### src/rtl/fighter_pkg.sv
// Shared fighter definitions: action-state encodings and default animation frame counts.
package fighter_pkg;

    // Encodings are consumed directly by the sprite modules and the game FSM.
    typedef enum logic [7:0] {
        StStand  = 8'd0,
        StAttack = 8'd1,
        StMoveL  = 8'd2,
        StMoveR  = 8'd3,
        StHurt   = 8'd4,
        StDefend = 8'd5,
        StDie    = 8'd6
    } char_state_t;

    localparam int unsigned DefFrameHold = 4;
    localparam int unsigned DefNStand    = 8;
    localparam int unsigned DefNMove     = 5;
    localparam int unsigned DefNAttack   = 9;
    localparam int unsigned DefNHurt     = 4;
    localparam int unsigned DefNDefend   = 1;
    localparam int unsigned DefNDie      = 12;
    localparam int unsigned DefHitFirst  = 3;
    localparam int unsigned DefHitLast   = 5;

endpackage

### src/rtl/frame_tick.sv
// Brings the asynchronous frame strobe into the system clock domain and emits a
// one-cycle tick per rising edge (two synchronizer stages plus one edge flop).
module frame_tick (
    input  logic clk,
    input  logic rst,
    input  logic level,
    output logic tick
);

    logic sync1, sync2, sync3;

    // Synchronizer chain and registered rising-edge detect.
    always_ff @(posedge clk) begin
        if (rst) begin
            sync1 <= 1'b0;
            sync2 <= 1'b0;
            sync3 <= 1'b0;
            tick  <= 1'b0;
        end else begin
            sync1 <= level;
            sync2 <= sync1;
            sync3 <= sync2;
            tick  <= sync2 & ~sync3;
        end
    end

endmodule

### src/rtl/fighter_anim_ctrl.sv
// Per-fighter action arbiter and animation sequencer. All state decisions happen on
// the synchronized frame tick; hits between ticks are remembered in a pending flag.
module fighter_anim_ctrl
    import fighter_pkg::*;
#(
    parameter int unsigned FRAME_HOLD = DefFrameHold,
    parameter int unsigned N_STAND    = DefNStand,
    parameter int unsigned N_MOVE     = DefNMove,
    parameter int unsigned N_ATTACK   = DefNAttack,
    parameter int unsigned N_HURT     = DefNHurt,
    parameter int unsigned N_DEFEND   = DefNDefend,
    parameter int unsigned N_DIE      = DefNDie,
    parameter int unsigned HIT_FIRST  = DefHitFirst,
    parameter int unsigned HIT_LAST   = DefHitLast
) (
    input  logic       Clk,
    input  logic       Reset,
    input  logic       frame_clk,
    input  logic       enable,
    input  logic       key_left,
    input  logic       key_right,
    input  logic       key_attack,
    input  logic       key_defend,
    input  logic       hit_in,
    input  logic       hp_zero,
    output logic [7:0] character_state,
    output logic [7:0] frame_num,
    output logic       move_l,
    output logic       move_r,
    output logic       attack_active,
    output logic       blocked,
    output logic       die_done
);

    localparam int unsigned HoldW = (FRAME_HOLD > 1) ? $clog2(FRAME_HOLD) : 1;

    char_state_t      state_q, state_d;
    char_state_t      key_state, target;
    logic [7:0]       frame_q, frame_d;
    logic [HoldW-1:0] hold_q, hold_d;
    logic             pending_q, pending_d;
    logic             die_done_q, die_done_d;
    logic             move_l_q, move_l_d;
    logic             move_r_q, move_r_d;
    logic             tick, hit_seen, hit_now, hold_wrap, last_frame, enter;

    frame_tick u_frame_tick (
        .clk   (Clk),
        .rst   (Reset),
        .level (frame_clk),
        .tick  (tick)
    );

    function automatic logic [7:0] frame_count(input char_state_t s);
        case (s)
            StAttack: frame_count = 8'(N_ATTACK);
            StMoveL:  frame_count = 8'(N_MOVE);
            StMoveR:  frame_count = 8'(N_MOVE);
            StHurt:   frame_count = 8'(N_HURT);
            StDefend: frame_count = 8'(N_DEFEND);
            StDie:    frame_count = 8'(N_DIE);
            default:  frame_count = 8'(N_STAND);
        endcase
    endfunction

    // A hit during defend is absorbed (reported as blocked) and never becomes pending.
    assign hit_seen   = hit_in && (state_q != StDefend);
    assign hit_now    = pending_q || hit_seen;
    assign hold_wrap  = (hold_q == HoldW'(FRAME_HOLD - 1));
    assign last_frame = (frame_q == frame_count(state_q) - 8'd1);

    // Player-requested action; both directions together cancel to stand.
    always_comb begin
        if (key_defend) begin
            key_state = StDefend;
        end else if (key_attack) begin
            key_state = StAttack;
        end else if (key_right && !key_left) begin
            key_state = StMoveR;
        end else if (key_left && !key_right) begin
            key_state = StMoveL;
        end else begin
            key_state = StStand;
        end
    end

    // Next-state: priority arbitration on tick, then hold/frame counter advance.
    always_comb begin
        state_d    = state_q;
        frame_d    = frame_q;
        hold_d     = hold_q;
        pending_d  = pending_q | hit_seen;
        die_done_d = die_done_q;
        move_l_d   = 1'b0;
        move_r_d   = 1'b0;
        enter      = 1'b0;
        target     = key_state;

        if (!enable) begin
            state_d    = StStand;
            frame_d    = 8'd0;
            hold_d     = '0;
            pending_d  = 1'b0;
            die_done_d = 1'b0;
        end else if (tick) begin
            pending_d = 1'b0;
            if (hp_zero && state_q != StDie) begin
                enter  = 1'b1;
                target = StDie;
            end else if (hit_now && state_q != StDefend && state_q != StDie) begin
                enter  = 1'b1;
                target = StHurt;
            end else if (state_q == StAttack || state_q == StHurt) begin
                // One-shot animations re-arbitrate only once their last frame completes.
                enter = hold_wrap && last_frame;
            end else if (state_q != StDie) begin
                enter = (key_state != state_q);
            end

            if (enter) begin
                state_d = target;
                frame_d = 8'd0;
                hold_d  = '0;
            end else begin
                hold_d = hold_wrap ? '0 : hold_q + HoldW'(1);
                if (hold_wrap) begin
                    if (!last_frame) begin
                        frame_d = frame_q + 8'd1;
                    end else if (state_q != StDie) begin
                        frame_d = 8'd0;
                    end
                end
                // Done as soon as the final die frame is shown.
                if (state_q == StDie && hold_wrap && (frame_q + 8'd2 >= 8'(N_DIE))) begin
                    die_done_d = 1'b1;
                end
                move_l_d = (state_q == StMoveL);
                move_r_d = (state_q == StMoveR);
            end
        end
    end

    // State, counters and registered strobes.
    always_ff @(posedge Clk) begin
        if (Reset) begin
            state_q    <= StStand;
            frame_q    <= 8'd0;
            hold_q     <= '0;
            pending_q  <= 1'b0;
            die_done_q <= 1'b0;
            move_l_q   <= 1'b0;
            move_r_q   <= 1'b0;
        end else begin
            state_q    <= state_d;
            frame_q    <= frame_d;
            hold_q     <= hold_d;
            pending_q  <= pending_d;
            die_done_q <= die_done_d;
            move_l_q   <= move_l_d;
            move_r_q   <= move_r_d;
        end
    end

    assign character_state = state_q;
    assign frame_num       = frame_q;
    assign move_l          = move_l_q;
    assign move_r          = move_r_q;
    assign die_done        = die_done_q;
    assign blocked         = enable && hit_in && (state_q == StDefend);
    assign attack_active   = (state_q == StAttack) && (frame_q >= 8'(HIT_FIRST))
                             && (frame_q <= 8'(HIT_LAST));

endmodule

### config.mk
export PLATFORM = sky130hd
export DESIGN_NAME = fighter_anim_ctrl
export DESIGN_NICKNAME = d
export VERILOG_FILES = /design/src/rtl/fighter_pkg.sv /design/src/rtl/frame_tick.sv /design/src/rtl/fighter_anim_ctrl.sv
export SDC_FILE = /design/constraint.sdc
export NUM_CORES = 1
export LEC_CHECK = 0
export BUFFER_PORTS_ARGS = -buffer_cell sky130_fd_sc_hd__buf_2
export CAP_MARGIN = 10
export CORE_UTILIZATION = 48
export CTS_CLUSTER_DIAMETER = 150
export DETAILED_ROUTE_END_ITERATION = 8
export HOLD_SLACK_MARGIN = 0.1
export PLACE_DENSITY = 0.79
export SYNTH_ARGS = -nofsm -noshare
export SYNTH_HDL_FRONTEND = slang
export SYNTH_SLANG_ARGS = --single-unit
### constraint.sdc
create_clock -name Clk -period 3.6 [get_ports Clk]
set_input_delay 0.72 -clock Clk [delete_from_list [all_inputs] [get_ports Clk]]
set_output_delay 0.72 -clock Clk [all_outputs]
set_load 0.05 [all_outputs]
# Word-level counts from Yosys, hierarchy flattened
# Index checks and enable logic that the tools add are counted.
# word_totals
reg_bits,26
latch_bits,0
ramBits,0
rom_bits,0
inputBits,10
output_inout_bits,21
memories,0
# op_classes
add_sub_neg,4
multipliers,0
div,0
n_lt_le_gt_ge,3
eq_ne,12
shifts,0
n_mux,19
bitwise,6
reduce_logical,25
# ops
op,count
$mux W8,6
$eq A8 B3 Y1 const B,3
$pmux W4 S5,1
$eq A8 B2 Y1 const B,2
$ne A8 B3 Y1 const B,2
$logic_and A1 B1 Y1,13
$mux W2,5
$add A8 B1 Y8 const B,1
$add A8 B2 Y8 const B,1
$eq A8 B1 Y1 const B,1
$eq A8 B8 Y1,1
$ge A8 B2 Y1 const B,1
$ge A8 B4 Y1 const B,1
$le A8 B3 Y1 const B,1
$ne A8 B8 Y1,1
$sub A8 B1 Y8 const B,1
$mux W1,6
$reduce_and A3 Y1,2
$not A1 Y1,4
$reduce_or A2 Y1,2
$reduce_or A4 Y1,1
$mux W3,1
$ne A3 B1 Y1 const B,1
$reduce_or A3 Y1,1
8 further kinds,10

# Depth between registers and ports, before layout
# depth
ltp_word,15
mapped_depth,11
mapped_depth_nobuf,9

# Modules after synthesis
# From an unflattened synthesis, not the netlist that was laid out.
# unflattened
cells_unflattened,179
hier_area_um2,1380.1
# by_module_without_submodules
module,n_inst,cells_per_inst,area_each_um2,seq_area_each_um2
fighter_anim_ctrl,1,171,1268.7,340.3
frame_tick,1,8,111.4,80.1

# Least setup slack after synthesis
# Ideal clock, no wire load.
# synth_timing
path_type,register to register
start,reg state_q[2] (netlist: character_state[2])
end,reg frame_q[6] (netlist: frame_num[6])
arrival_ns,2.877
required_time_ns,3.537
setup_slack_ns,0.659
path_stages_with_launch,12
n_path_buf,2
period_less_slack_ns,2.941
path_cell_list,dfxtp_1 -> buf_6 -> buf_2 -> or3_1 -> nand2_1 -> ha_1 -> xor2_1 -> nand3_1 -> a31oi_4 -> or4_4 -> or4_1 -> nand3_1
# synth_between
elab_chain_len,13
# synth_lines
element,line_no,text
"start, declared",fighter_anim_ctrl.sv:37,"char_state_t state_q, state_d;"
"start signal, assigned",fighter_anim_ctrl.sv:146,state_q <= StStand;
"start signal, assigned",fighter_anim_ctrl.sv:154,state_q <= state_d;
$eq A8 B2 Y1,fighter_anim_ctrl.sv:55,case (s)
$reduce_or A2 Y1 (no source line),--,
$pmux W4 S5,fighter_anim_ctrl.sv:55,
$sub A8 B1 Y8,fighter_anim_ctrl.sv:70,assign last_frame = (frame_q == frame_count(state_q) - 8'd1);
$eq A8 B8 Y1,fighter_anim_ctrl.sv:70,
$logic_and A1 B1 Y1,fighter_anim_ctrl.sv:115,enter = hold_wrap && last_frame;
$mux W1,fighter_anim_ctrl.sv:113,end else if (state_q == StAttack || state_q == StHurt) begin
$mux W1,fighter_anim_ctrl.sv:110,end else if (hit_now && state_q != StDefend && state_q != StDie) begin
$mux W1,fighter_anim_ctrl.sv:107,if (hp_zero && state_q != StDie) begin
$mux W1,fighter_anim_ctrl.sv:105,end else if (tick) begin
$mux W1,fighter_anim_ctrl.sv:99,if (!enable) begin
$ne A3 B1 Y1 (no source line) / $reduce_bool A2 Y1 (equally long branches),--,
$reduce_and A3 Y1 (no source line),--,
"end signal, assigned",fighter_anim_ctrl.sv:155,frame_q <= frame_d;
"end, declared",fighter_anim_ctrl.sv:39,"logic [7:0] frame_q, frame_d;"
# Parallel ways exist; a longest one is shown, timed or not. The select of a mux whose other input is x is not followed.
# A chain may end at the register's enable or synchronous reset.

# Final worst setup path
# Ends and elaborated chain as after synthesis.

==> flow_summary_export.csv <==
group,metric,value,unit
floorplanning,fp.dieW,56.30,um
finish,fillerInstances,271,
routing,routed-wl-met2,1342,um
power_and_ir_drop,ir_worst_vdd,0.2109,mV
synthesis,yosys.cell_types.count,50,
routing,wirelength_met1,1406,um
clocking,clk_transition_reported_paths,0.12,ns
timing,finalSetupViolCount,0,
routing,route.top_layer_used,"met4",
synthesis,synth.top_cells.by_area,"sky130_fd_sc_hd__dfxtp_1, sky130_fd_sc_hd__ha_1, sky130_fd_sc_hd__nand3_1",
status,run_status,"completed",
setup_path,critical_path_buf_inv_count,0,
setup_path,cp_max_fo,19,
finish,antenna_cells_inserted,0,
synthesis,seq_area_frac_synth,0.2971,
finish,final_layout_size_suffix_gt1_frac,0.1735,
clocking,clk_path_buf_depth,2,
floorplanning,design.portCount,31,
routing,drtIter0Drc,63,
power_and_ir_drop,cellLeakagePower,0.0006185,uW
finish,area_delta_synth_final,7.692,%
floorplanning,die_area,3169,um^2
routing,dr_wl_met3,115,um
setup_path,timing.critical_path.required,3.86,ns
setup_path,timing.critical_path.max_delay_family,"simple AND/OR/NAND/NOR gates",
hold_path,min_path_type,"flop to flop",
synthesis,synth_area_per_cell,8.040,um^2
timing,rsz0062_at_grt,"no",
grt,grt_pass1_wl,5071,um
synthesis,synth-seq-cells,21,
timing,max_clock_freq,354.4,MHz
timing,slew-limit-headroom,0.5985,
placement,place_ws,0.6508,ns
floorplanning,core,2781,um^2
setup_path,start_kind,"flop",
setup_path,kind_of_end_point_of_the_critical_path,"flop",
grt,grt_start_max_net_pins,20,
grt,grt_remaining_overflow,0,
clocking,cts.htree.levels,1,
synthesis,synth_largest_area_cell,"sky130_fd_sc_hd__dfxtp_1",
timing,finalHoldViolCount,0,
synthesis,syn_inst,176,
timing,timing.clock.skew,0.003184,ns
clocking,root_buffer,"sky130_fd_sc_hd__clkbuf_4",
clocking,cts_resized,0,
setup_path,crit_cells,9,
timing,post-route-min-period,2.822,ns
timing,final_min_period_over_clock_period,0.7838,
finish,layout.nets,214,
setup_path,critPathArrivalTime,3.08,ns
floorplanning,initial_core_util,0.5088,
grt,grt_antenna_before_repair,0,
routing,drt_pre_antenna_iters,4,
setup_path,cells_along_the_critical_path,"or3_1, nand2_1, ha_1, xor2_1, nand3_1, a31oi_4, or4_4, or4_1, nand3_1",
clocking,ctsHoldBuffers,0,
synthesis,dominant_synthesized_flop_cell,"sky130_fd_sc_hd__dfxtp_1",
routing,drt-total-wl,2913,um
timing,finalWorstSetupSlack,0.7784,ns
timing,final-max-slew-violation-count,0,
routing,num_vias,1319,
timing,finalSetupTns,0,ns
setup_path,critPathMaxStageDelay,0.72,ns
synthesis,synth.top_cell.area_share,0.2971,
placement,numPortBuffers,25,
routing,drtAntennaViolNets,0,
clocking,tritoncts,"built",
power_and_ir_drop,power_density,258.8,nW/um^2
clocking,numCtsBuffers,3,
placement,place_congestion,0.8137,
grt,global_route.usage.total,0.2004,
setup_path,r2r.worst_path.cells,9,
synthesis,synth_warnings,0,
floorplanning,die-height,56.30,um
clocking,cts.sink_count,21,
routing,detail_route.wl_per_cell,12.83,um
timing,worstMarginPinSlew,0.6015,ns
placement,dpl-instance-area,1498,um^2
synthesis,most_frequently_used_cell_type_in_the_post_synthesis_netlist,"sky130_fd_sc_hd__dfxtp_1",
setup_path,critical_path.most_common_cell,"sky130_fd_sc_hd__nand3_1",
grt,first_global_vias,1140,
clocking,clkLatencyLatePin,0.31,ns
placement,hpwl,2160,um
setup_path,worstSetupPathType,"flop to flop",
routing,viasPerCell,5.811,
hold_path,min_path_cells,1,
synthesis,synth_edf_count,0,
clocking,cts_setup_buffers,0,
synthesis,top_cells_by_count_synth,"sky130_fd_sc_hd__dfxtp_1, sky130_fd_sc_hd__nand2_1, sky130_fd_sc_hd__nor2_1",
job,cap_viol_max_count,0,
setup_path,timing.critical_path.slowest_stage_cell,"sky130_fd_sc_hd__dfxtp_1",
synthesis,syn-cell-area,1415,um^2
floorplanning,rows,19,
synthesis,async_reset_ff_frac,0,
routing,post-route-drc-count,0,
finish,final_design_area_no_fill,1524,um^2
[worst paths after layout]
kind | start | to | slack, ns
setup / recovery | character_state[2] | frame_num[6] | 0.78
hold / removal | u_frame_tick.sync3 | u_frame_tick.tick | 0.40
setup reg to reg | character_state[2] | frame_num[6] | 0.78
hold reg to reg | u_frame_tick.sync3 | u_frame_tick.tick | 0.40
[area by class of cell]
class / instances / area, um^2 / share of cell area
Timing Repair Buffer: 25 / 125.1 / 0.08210
Inverter: 10 / 37.54 / 0.02463
Tap cell: 31 / 38.79 / 0.02545
Multi-Input combinational cell: 136 / 875.8 / 0.5747
Sequential cell: 21 / 420.4 / 0.2759
Clock buffer: 4 / 26.28 / 0.01724
[report_power, final]
group          switching [uW]  internal [uW]
Clock                    72.8           43.3
Combinational            27.8           12.9
Sequential               2.73            235
Total                     103            291
[stage by stage]
| stage | hold slack (ns) | instances | utilization | power, uW |
|---|---|---|---|---|
| detailed placement | 0.3761 | 223 | 0.5385 | 283.4 |
| finish | 0.3989 | 227 | 0.5479 | 394.4 |
| global placement | 0.3733 | 223 | 0.5385 | 283.1 |
| floorplan | 0.3674 | 180 | - | 278.1 |
| global route | 0.4093 | 227 | 0.5479 | 411.3 |
| CTS | 0.3941 | 227 | 0.5479 | 400.1 |
[kinds of logic (layout without fill, tap and decap cells)]
| kind of cell | after synthesis | after routing | share of synthesized area |
|---|---|---|---|
| AO/OA/AOI/OAI | 36 | 36 | 0.1857 |
| XOR/XNOR | 7 | 7 | 0.04333 |
| adder cells (fa/ha/maj) | 7 | 7 | 0.06189 |
| buffers and inverters | 23 | 39 | 0.09461 |
| flip-flops | 21 | 21 | 0.2971 |
| multiplexers | 1 | 1 | 0.007074 |
| other | 1 | 5 | 0.002650 |
| AND/OR/NAND/NOR | 80 | 80 | 0.3077 |
[metal layers]
layer  vias up  global-route usage
met5         -                   0
met4         0             0.08362
met3         5             0.02074
met2        43              0.3248
met1       604              0.2721
li1        667                   -
[cells in the final DEF, fill, tap and decap left out, types with 2 or more instances in the layout]
master                     count
sky130_fd_sc_hd__buf_2        25
sky130_fd_sc_hd__dfxtp_1      21
sky130_fd_sc_hd__nand2_1      14
sky130_fd_sc_hd__nor2_1       13
sky130_fd_sc_hd__nand3_1      11
sky130_fd_sc_hd__o21ai_0      11
sky130_fd_sc_hd__inv_1        10
sky130_fd_sc_hd__nor3_1       10
sky130_fd_sc_hd__ha_1          7
sky130_fd_sc_hd__nor4_1        6
sky130_fd_sc_hd__nor2b_1       6
sky130_fd_sc_hd__a21oi_1       6
sky130_fd_sc_hd__conb_1        5
sky130_fd_sc_hd__xor2_1        4
sky130_fd_sc_hd__or3_1         3
sky130_fd_sc_hd__xnor2_1       3
sky130_fd_sc_hd__nand2b_1      3
sky130_fd_sc_hd__clkbuf_4      3
sky130_fd_sc_hd__nor3b_1       2
sky130_fd_sc_hd__a211o_1       2
sky130_fd_sc_hd__o211ai_1      2
sky130_fd_sc_hd__o21ai_1       2
[sequential cells by signal, indices dropped and copies added (netlist names)]
signal and flops:
frame_num 8, character_state 3, hold_q 2, die_done 1, move_l 1, move_r 1
pending_q 1, u_frame_tick.sync1 1, u_frame_tick.sync2 1, u_frame_tick.sync3 1, u_frame_tick.tick 1
No activity file was read; power rests on OpenSTA's default activity.
